`config.mk`:
```
export PLATFORM = sky130hd
export DESIGN_NAME = tx_current_reg_mc
export DESIGN_NICKNAME = d
export VERILOG_FILES = /design/src/rtl/tx_current_reg_mc.sv
export SDC_FILE = /design/constraint.sdc
export NUM_CORES = 2
export LEC_CHECK = 0
export CAP_MARGIN = 20
export CORE_UTILIZATION = 60
export CTS_BUF_LIST = sky130_fd_sc_hd__clkbuf_8
export CTS_CLUSTER_SIZE = 25
export DETAILED_ROUTE_END_ITERATION = 12
export PLACE_DENSITY = 0.87
export SLEW_MARGIN = 5
export SYNTH_ARGS = -nofsm -noshare
export SYNTH_HDL_FRONTEND = slang
export SYNTH_SLANG_ARGS = --single-unit
```
`constraint.sdc`:
```
create_clock -name clk -period 29.5 [get_ports clk]
set_clock_uncertainty 0.2 [all_clocks]
set_input_delay 5.9 -clock clk [delete_from_list [all_inputs] [get_ports clk]]
set_output_delay 5.9 -clock clk [all_outputs]
set_load 0.02 [all_outputs]
```
`src/rtl/tx_current_reg_mc.sv`:
```
// Multi-channel TX current regulator: per-channel error/enable FSM plus one shared serial divider that sweeps channels on syncpulse.
// Optional TX_SLEW_LIMIT_EN bounds each period update to +/-SLEW_STEP from the previous value.
module tx_current_reg_mc #(
  parameter int W         = 16,
  parameter int NUM_CH    = 2,
  parameter int KW        = W + 4,
  parameter int SHIFT     = 3,
  parameter int SLEW_STEP = 64
) (
  input  logic                clk,
  input  logic                rst,
  input  logic [NUM_CH-1:0]   tx_mode,
  input  logic                syncpulse,
  input  logic [NUM_CH*W-1:0] i_fid,
  input  logic [NUM_CH*W-1:0] i_set,
  input  logic [W-1:0]        dz_tx,
  input  logic [W-1:0]        gate,
  input  logic [W-1:0]        f1,
  input  logic [W-1:0]        f2,
  input  logic [W-1:0]        l,
  input  logic [KW-1:0]       k_tx,
  output logic [NUM_CH-1:0]   drv_en,
  output logic [NUM_CH-1:0]   dir,
  output logic [NUM_CH*W-1:0] period,
  output logic [NUM_CH-1:0]   period_valid,
  output logic                busy,
  output logic                overrun
);
  localparam int NW  = KW + W;
  localparam int CW  = $clog2(NW + 1);
  localparam int CHW = (NUM_CH > 1) ? $clog2(NUM_CH) : 1;

  typedef enum logic [1:0] {CH_IDLE, CH_TRACK, CH_HOLD} ch_st_t;
  typedef enum logic [1:0] {S_IDLE, S_LOAD, S_DIV, S_WRITE} sw_st_t;

  logic [W-1:0]      w_fid [NUM_CH];
  logic [W-1:0]      w_set [NUM_CH];
  logic [W-1:0]      r_d   [NUM_CH];
  logic [NUM_CH-1:0] r_dir;
  ch_st_t            r_st     [NUM_CH];
  ch_st_t            w_st_nxt [NUM_CH];

  for (genvar c = 0; c < NUM_CH; c++) begin : g_unpack
    assign w_fid[c] = i_fid[c*W +: W];
    assign w_set[c] = i_set[c*W +: W];
  end

  always_ff @(posedge clk or posedge rst) begin
    if (rst) begin
      for (int c = 0; c < NUM_CH; c++) r_d[c] <= '0;
      r_dir <= '0;
    end else begin
      for (int c = 0; c < NUM_CH; c++) begin
        r_d[c]   <= (w_fid[c] >= w_set[c]) ? w_fid[c] - w_set[c] : w_set[c] - w_fid[c];
        r_dir[c] <= w_fid[c] < w_set[c];
      end
    end
  end

  assign dir = r_dir;

  always_ff @(posedge clk or posedge rst) begin
    if (rst) begin
      for (int c = 0; c < NUM_CH; c++) r_st[c] <= CH_IDLE;
    end else begin
      for (int c = 0; c < NUM_CH; c++) r_st[c] <= w_st_nxt[c];
    end
  end

  // Dropping tx_mode wins over every other transition.
  always_comb begin
    for (int c = 0; c < NUM_CH; c++) begin
      w_st_nxt[c] = r_st[c];
      if (!tx_mode[c]) begin
        w_st_nxt[c] = CH_IDLE;
      end else begin
        case (r_st[c])
          CH_IDLE:  w_st_nxt[c] = CH_TRACK;
          CH_TRACK: if (r_d[c] == '0) w_st_nxt[c] = CH_HOLD;
          CH_HOLD:  if (r_d[c] >= dz_tx) w_st_nxt[c] = CH_TRACK;
          default:  w_st_nxt[c] = CH_IDLE;
        endcase
      end
    end
  end

  always_comb begin
    for (int c = 0; c < NUM_CH; c++) drv_en[c] = (r_st[c] == CH_TRACK);
  end

  sw_st_t            r_sw, w_sw_nxt;
  logic [CHW-1:0]    r_ch;
  logic [W-1:0]      r_snap_d [NUM_CH];
  logic [NUM_CH-1:0] r_snap_act;
  logic [W-1:0]      r_dz, r_gate, r_f1, r_f2, r_l;
  logic [KW-1:0]     r_k;
  logic [NW-1:0]     r_num;
  logic [W-1:0]      r_rem;
  logic [CW-1:0]     r_cnt;
  logic              r_sel_f2;
  logic [NUM_CH*W-1:0] r_period;
  logic [NUM_CH-1:0] r_pvld;
  logic              r_ovr;

  logic [W-1:0]  w_cd, w_dd, w_rem_nxt, w_target, w_new;
  logic          w_skip, w_sat, w_last, w_qbit, w_adv;
  logic [NW-1:0] w_prod;
  logic [W:0]    w_trial;
  logic [NW:0]   w_n, w_sh;

  assign w_cd   = r_snap_d[r_ch];
  assign w_skip = !r_snap_act[r_ch] || (w_cd < r_dz);
  assign w_sat  = w_cd >= r_gate;
  assign w_last = (r_ch == CHW'(NUM_CH - 1));
  assign w_dd   = w_cd - r_dz;
  assign w_prod = NW'(r_k) * NW'(w_dd);

  // r_num shifts the dividend out of its top while quotient bits enter at the bottom.
  assign w_trial   = {r_rem, r_num[NW-1]};
  assign w_qbit    = w_trial >= {1'b0, r_l};
  assign w_rem_nxt = w_trial[W-1:0] - r_l;

  assign w_n      = r_sel_f2 ? (NW+1)'(r_f2) : (NW+1)'(r_num) + (NW+1)'(r_f1);
  assign w_sh     = w_n >> SHIFT;
  assign w_target = (|w_sh[NW:W]) ? '1 : w_sh[W-1:0];

`ifdef TX_SLEW_LIMIT_EN
  logic [NUM_CH-1:0] r_seen;
  logic [W-1:0]      w_prev;
  assign w_prev = r_period[r_ch*W +: W];
  always_comb begin
    w_new = w_target;
    if (r_seen[r_ch]) begin
      if (w_target > w_prev && (w_target - w_prev) > W'(SLEW_STEP))
        w_new = w_prev + W'(SLEW_STEP);
      else if (w_prev > w_target && (w_prev - w_target) > W'(SLEW_STEP))
        w_new = w_prev - W'(SLEW_STEP);
    end
  end
  always_ff @(posedge clk or posedge rst) begin
    if (rst) r_seen <= '0;
    else if (r_sw == S_WRITE) r_seen[r_ch] <= 1'b1;
  end
`else
  assign w_new = w_target;
`endif

  always_ff @(posedge clk or posedge rst) begin
    if (rst) r_sw <= S_IDLE;
    else     r_sw <= w_sw_nxt;
  end

  always_comb begin
    w_sw_nxt = r_sw;
    case (r_sw)
      S_IDLE:  if (syncpulse) w_sw_nxt = S_LOAD;
      S_LOAD: begin
        if (w_skip)                     w_sw_nxt = w_last ? S_IDLE : S_LOAD;
        else if (w_sat || r_l == '0)    w_sw_nxt = S_WRITE;
        else                            w_sw_nxt = S_DIV;
      end
      S_DIV:   if (r_cnt == CW'(NW - 1)) w_sw_nxt = S_WRITE;
      S_WRITE: w_sw_nxt = w_last ? S_IDLE : S_LOAD;
      default: w_sw_nxt = S_IDLE;
    endcase
  end

  always_comb begin
    busy  = (r_sw != S_IDLE);
    w_adv = (r_sw == S_LOAD && w_skip) || (r_sw == S_WRITE);
  end

  always_ff @(posedge clk or posedge rst) begin
    if (rst) begin
      r_ch       <= '0;
      for (int c = 0; c < NUM_CH; c++) r_snap_d[c] <= '0;
      r_snap_act <= '0;
      r_dz       <= '0;
      r_gate     <= '0;
      r_f1       <= '0;
      r_f2       <= '0;
      r_l        <= '0;
      r_k        <= '0;
      r_num      <= '0;
      r_rem      <= '0;
      r_cnt      <= '0;
      r_sel_f2   <= 1'b0;
      r_period   <= '0;
      r_pvld     <= '0;
      r_ovr      <= 1'b0;
    end else begin
      r_pvld <= '0;
      r_ovr  <= syncpulse && busy;
      case (r_sw)
        S_IDLE: begin
          if (syncpulse) begin
            for (int c = 0; c < NUM_CH; c++) begin
              r_snap_d[c]   <= r_d[c];
              r_snap_act[c] <= (r_st[c] != CH_IDLE);
            end
            r_dz   <= dz_tx;
            r_gate <= gate;
            r_f1   <= f1;
            r_f2   <= f2;
            r_l    <= l;
            r_k    <= k_tx;
            r_ch   <= '0;
          end
        end
        S_LOAD: begin
          if (!w_skip) begin
            r_sel_f2 <= w_sat;
            r_num    <= (r_l == '0) ? '1 : w_prod;
            r_rem    <= '0;
            r_cnt    <= '0;
          end
        end
        S_DIV: begin
          r_num <= {r_num[NW-2:0], w_qbit};
          r_rem <= w_qbit ? w_rem_nxt : w_trial[W-1:0];
          r_cnt <= r_cnt + 1'b1;
        end
        S_WRITE: begin
          r_period[r_ch*W +: W] <= w_new;
          r_pvld[r_ch]          <= 1'b1;
        end
        default: ;
      endcase
      if (w_adv && !w_last) r_ch <= r_ch + 1'b1;
    end
  end

  assign period       = r_period;
  assign period_valid = r_pvld;
  assign overrun      = r_ovr;

endmodule

```
-- Yosys cells after proc, flatten, opt, wreduce, memory -nomap -nowiden
Index checks and enable logic that the tools add are counted.
- register bits after elaboration: 269
- logic and storage cells: 132
- output and inout bits: 40
- input port bits: 169
- reductions and logical operators: 29
- muxes and demuxes: 38
- shift-type cells: 2
- bitwise logic cells: 2
- magnitude comparators: 12
- add/sub/neg operators: 10
- multiply operators: 1
- equal/unequal tests: 15
- operators by type and width (cell ; count):
    $mux 16 ; 8
    $sub 16x16->16 ; 6
    $ge 16x16->1 ; 5
    $mux 36 ; 2
    $pmux 36 s2 ; 1
    $logic_not 16->1 ; 3
    $lt 16x16->1 ; 3
    $add 36x16->37 ; 1
    $mux 37 ; 1
    $mul 20x16->36 ; 1
    $neg 5->34 ; 1
    $shift 16x34->32 const A ; 1
    $shiftx 16x34->32 ; 1
    $bwmux 32 ; 1
    $pmux 16 s2 ; 1
    $mux 2 ; 10
    $reduce_or 18->1 ; 1
    $ge 17x16->1 ; 1
    $reduce_and 2->1 ; 7
    $pmux 2 s3 ; 2
    $pmux 6 s2 ; 1
    $reduce_bool 2->1 ; 6
    $eq 2x2->1 const B ; 4
    $mux 1 ; 8
    other kinds (19) ; 33

-- Depth between registers and ports, before layout
- depth in word-level cells: 11
- gate-level depth with buffers: 39
- mapped depth without buffers: 35

-- Worst setup path before layout
Ideal clock, no wire load.
- path type: register to register
- start: reg r_ch
- end: reg r_num[34]
- arrival time: 9.314 ns
- required time: 29.155 ns
- setup time: 0.145 ns
- clock period less this slack: 9.658 ns
- cell stages (with the launch flop): 37
- setup slack: 19.842 ns
- path buffers: 4
- cells stage by stage: dfrtp_1 > clkbuf_1 > clkbuf_1 > mux2i_1 > inv_1 > ha_1 > nor2b_1 > o21ai_0 > a21boi_0 > o21ai_0 > nand2b_1 > a21oi_1 > o211ai_1 > and4_1 > clkbuf_1 > nor2_1 > clkbuf_1 > o311ai_0 > fa_1 > fa_1 > fa_1 > fa_1 > fa_1 > inv_1 > fa_1 > inv_1 > ha_1 > a21o_1 > a21o_1 > a2111oi_0 > o2111ai_1 > o211ai_1 > o21ai_0 > o41ai_1 > o21a_1 > xor2_1 > a32oi_1
- word-level cells in the longest chain between the ends: 9
- elaborated cells on any way between the ends: 16
- classes of those cells: add/sub: 1; mul: 1; order compare: 1; eq/ne: 1; mux: 8; bitwise: 1; reduce/logical: 3
- ends and longest elaborated chain (what ; line ; source):
    from (decl) ; 92 ; logic [CHW-1:0] r_ch;
    from (signal assigned) ; 229 ; if (w_adv && !w_last) r_ch <= r_ch + 1'b1;
    $not 1->2 (implied by the code) ; 111 ; assign w_cd = r_snap_d[r_ch];
    $mux 16 (implied by the code) (3 in a row) ; 111 ;
    $sub 16x16->16 ; 115 ; assign w_dd = w_cd - r_dz;
    $mul 20x16->36 ; 116 ; assign w_prod = NW'(r_k) * NW'(w_dd);
    $mux 36 ; 213 ; r_num <= (r_l == '0) ? '1 : w_prod;
    $mux 36 ; 211 ; if (!w_skip) begin
    $pmux 36 s2 ; 194 ; case (r_sw)
    to (signal assigned) ; 213 ;
    to (signal assigned) ; 219 ; r_num <= {r_num[NW-2:0], w_qbit};
    to (decl) ; 97 ; logic [NW-1:0] r_num;
Parallel ways exist; a longest one is shown, timed or not. The select of a mux whose other input is x is not followed.
A chain may end at the register's enable or synchronous reset.

-- Worst setup path after layout
Ends and elaborated chain as after synthesis.

==> metrics.md <==
| Metric | Value |
|---|---|
| Antenna violations before repair | 4 |
| Antenna cells | 0 |
| Wire length of the first global-routing pass | 118,000 µm |
| Number of buffers added by the clock tree synthesis step | 45 |
| Async S/R FF share, synth | 1.00 |
| Gate family responsible for the most delay along the worst path | adder cells |
| Buffers added on ports | 205 |
| Worst min-delay path category | reg -> reg |
| Post-Synthesis Net Count | 3,904 |
| Post-CTS repair timing setup buffer count | 0 |
| Worst Hold Slack | 0.277 ns |
| Total count of max-transition violations in the final report | 0 |
| Post-DR wirelength/cell | 18.2 µm |
| Buffer depth of the longest clock path | 3 |
| Max capacitance violation total | 0 |
| DRT Wirelength | 72,100 µm |
| Kind of launch point of the worst setup path | flip-flop |
| Iteration-0 DRC count of the detailed router | 1,942 |
| Post_cts resized | 0 |
| Violations in the final reports | design-rule violations |
| Initial standard-cell utilization of the core | 0.608 |
| Post-route antenna net violation count | 0 |
| Maximum clock rate | 0.0919 GHz |
| Clock sink total | 266 |
| Vias in the first global route | 23,900 |
| # nets final | 4,023 |
| Synthesized area | 28,400 µm² |
| CTS tree | done |
| Site Rows | 79 |
| Post-route cell area | 31,900 µm² |
| Layout cells sized above 1 | 0.0803 |
| Most used flip-flop cell after synthesis | sky130_fd_sc_hd__dfrtp_1 |
| Sequential share of the synthesized area | 0.234 |
| Post-Syn Area per Cell | 8.84 µm² |
| Worst Hold Launch | period[1]$_DFFE_PP0P_ |
| Buffers plus inverters on the worst setup path | 5 |
| Cell with the largest stage delay on the worst path | sky130_fd_sc_hd__nor2_1 |
| Worst reg2reg path startpoint | r_ch$_DFFE_PP0P_ |
| Floorplan die height | 220 µm |
| Drc violations | 11 |
| Crit. End Element | flip-flop |
| Class of the most critical setup path | reg -> reg |
| HPWL after DPL | 54,600 µm |
| Endpoint required time on the critical path | 29.80 ns |
| Finished Core Util | 0.683 |
| Post-DR vias/cell | 5.99 |
| Final worst path period need | 10.89 ns |
| Worst-skew pair later-pin latency | 0.64 ns |
| Least-Margin Pin Slew | 0.999 ns |
| Maximum number of pins on one net before global-route repair | 119 |
| # setup viols final | 0 |
| Run status | finished, violations left |
| H-tree Lvls | 2 |
| Count of state elements after synthesis | 266 |
| Clock-pin slew reported for the worst setup and hold paths after clock tree synthesis | 0.07 ns |
| Endpoints failing hold | 0 |
| Full die area | 48,200 µm² |
| Commonest cells after routing, fill and taps aside | 482 x sky130_fd_sc_hd__inv_1, 389 x sky130_fd_sc_hd__nand2_1, 269 x sky130_fd_sc_hd__ha_1, 266 x sky130_fd_sc_hd__dfrtp_1, 256 x sky130_fd_sc_hd__fa_1 |
| Unrepaired setup endpoints after global routing | false |
| Cell at the root of the clock tree | sky130_fd_sc_hd__clkbuf_8 |
| Cell count of the worst hold path | 2 |
| Placer's final routability congestion estimate | 0.907 |
| Instance area at placement | 30,800 µm² |
| GRT Residual Overflow | 0 |
| Die width | 220 µm |
| Stages on the worst setup path | 34 |
| Area of the core | 46,700 µm² |
| Synthesized instance count | 3,210 |
| Worst Reg-to-Reg Cells | 34 |
| CP startpoint | r_ch$_DFFE_PP0P_ |
| Share of the clock period used by the worst path | 0.369 |
| Via count | 23,800 |
| Synthesis warning total | 0 |
| Global-route usage over all layers | 0.307 |
| Highest fanout seen on the critical path | 20 |
| Final setup TNS | 0 ns |
| Most common library cell in the layout ignoring fill and taps | sky130_fd_sc_hd__inv_1 |
| Arrival time of the worst setup path | 11.19 ns |
| Synthesis-to-layout area growth | 12.2% |
| I/O pin cnt | 209 |
| Distinct cell type count after synthesis | 84 |
| Headroom to the max-slew limit | 0.333 |
| Detailed Routing Iterations Pass 1 | 10 |
| Highest cell delay on the worst timing path | 0.66 ns |
| Count of flip-flops with a built-in enable after synthesis | 0 |
| Cell mode on critical path | sky130_fd_sc_hd__fa_1 |
| CTS Hold Buffers Added | 0 |
## path summary, 6_finish.rpt
path / end / slack [ns]
hold reg to reg: period[1]$_DFFE_PP0P_ / 0.28
hold / removal: period[1]$_DFFE_PP0P_ / 0.28
max in group asynchronous: r_d[17]$_DFF_PP0_ / 21.73
setup / recovery: r_num[34]$_DFFE_PP0P_ / 18.61
min in group asynchronous: r_l[6]$_DFFE_PP0P_ / 5.61
setup reg to reg: r_num[34]$_DFFE_PP0P_ / 18.61
## registers in the layout, summed over array words and instances (netlist names), 6 cells and up, named ones only
name,count
r_d,32
r_gate,16
r_num,36
period,32
r_cnt,6
r_dz,16
r_f1,16
r_k,20
r_f2,13
r_rem,16
r_l,16
r_snap_d,32
## through the flow
stage / setup WS [ns] / instances
detailed placement: 18.80 / 3887
global placement: 18.94 / 3886
finish: 18.61 / 3969
CTS: 18.79 / 3967
global route: 18.05 / 3969
floorplan: 16.07 / 3210
## cell usage after synthesis (7+ instances only)
cell type / n / share of area
sky130_fd_sc_hd__a211oi_1: 11 / 0.0029
sky130_fd_sc_hd__a21boi_0: 18 / 0.0048
sky130_fd_sc_hd__a21o_1: 67 / 0.018
sky130_fd_sc_hd__a21oi_1: 145 / 0.026
sky130_fd_sc_hd__a22o_1: 16 / 0.0049
sky130_fd_sc_hd__a311oi_1: 9 / 0.0028
sky130_fd_sc_hd__a31o_2: 24 / 0.0074
sky130_fd_sc_hd__a31oi_1: 28 / 0.0062
sky130_fd_sc_hd__and2_1: 84 / 0.019
sky130_fd_sc_hd__and3_1: 41 / 0.0090
sky130_fd_sc_hd__clkbuf_1: 161 / 0.021
sky130_fd_sc_hd__dfrtp_1: 266 / 0.23
sky130_fd_sc_hd__fa_1: 256 / 0.18
sky130_fd_sc_hd__ha_1: 269 / 0.12
sky130_fd_sc_hd__inv_1: 472 / 0.062
sky130_fd_sc_hd__mux2_2: 102 / 0.040
sky130_fd_sc_hd__mux2i_1: 24 / 0.0085
sky130_fd_sc_hd__nand2_1: 389 / 0.051
sky130_fd_sc_hd__nand2b_1: 29 / 0.0064
sky130_fd_sc_hd__nand3_1: 100 / 0.018
sky130_fd_sc_hd__nand4_1: 17 / 0.0037
sky130_fd_sc_hd__nor2_1: 98 / 0.013
sky130_fd_sc_hd__nor2b_1: 54 / 0.012
sky130_fd_sc_hd__nor3_1: 42 / 0.0074
sky130_fd_sc_hd__nor4_1: 18 / 0.0040
sky130_fd_sc_hd__o211ai_1: 9 / 0.0024
sky130_fd_sc_hd__o21a_1: 8 / 0.0021
sky130_fd_sc_hd__o21ai_0: 176 / 0.031
sky130_fd_sc_hd__o21bai_1: 15 / 0.0040
sky130_fd_sc_hd__o22ai_1: 10 / 0.0022
sky130_fd_sc_hd__o311ai_0: 12 / 0.0037
sky130_fd_sc_hd__o31ai_1: 34 / 0.0090
sky130_fd_sc_hd__or3_1: 7 / 0.0015
sky130_fd_sc_hd__xnor2_1: 59 / 0.018
sky130_fd_sc_hd__xor2_1: 35 / 0.011
## layer usage
layer  part of all wire  up-vias  global-route usage
li1                   -    10900                   -
met1               0.39    11600               0.382
met2               0.49      999               0.522
met3              0.078      241              0.0540
met4              0.041        6               0.132
met5            0.00053        -                   0
## cells by family after synthesis
group                      Yosys count  synth area share
and+or+nand+nor                    912             0.154
xor gates and xnor gates            94            0.0290
DFF                                266             0.234
AOI/OAI and AO/OA                  640             0.147
muxes                              126            0.0489
buffers and inverters              647            0.0869
adders and majority gates          525             0.299
## layout make-up
cell class                      count  area (µm²)
Inverter                          472        1780
Fill cell                        3525       14800
Multi-Input combinational cell   2297       19300
Sequential cell                   266        6660
Timing Repair Buffer              247        2400
Clock buffer                       58         798
Tap cell                          607         759
Clock inverter                     22         173
## worst register-to-register path: cells and delay by family (launching register included)
kind | cells | cell delay (ns)
xor+xnor | 1 | 0.19
simple gates | 4 | 1.26
fa+ha+maj | 8 | 3.91
mux | 1 | 0.39
buf+inv | 5 | 0.88
flops | 1 | 0.33
compound gates | 15 | 3.61
Power is not shown: default switching activity piles up to over one toggle a cycle in this logic, so the estimate is an artifact.
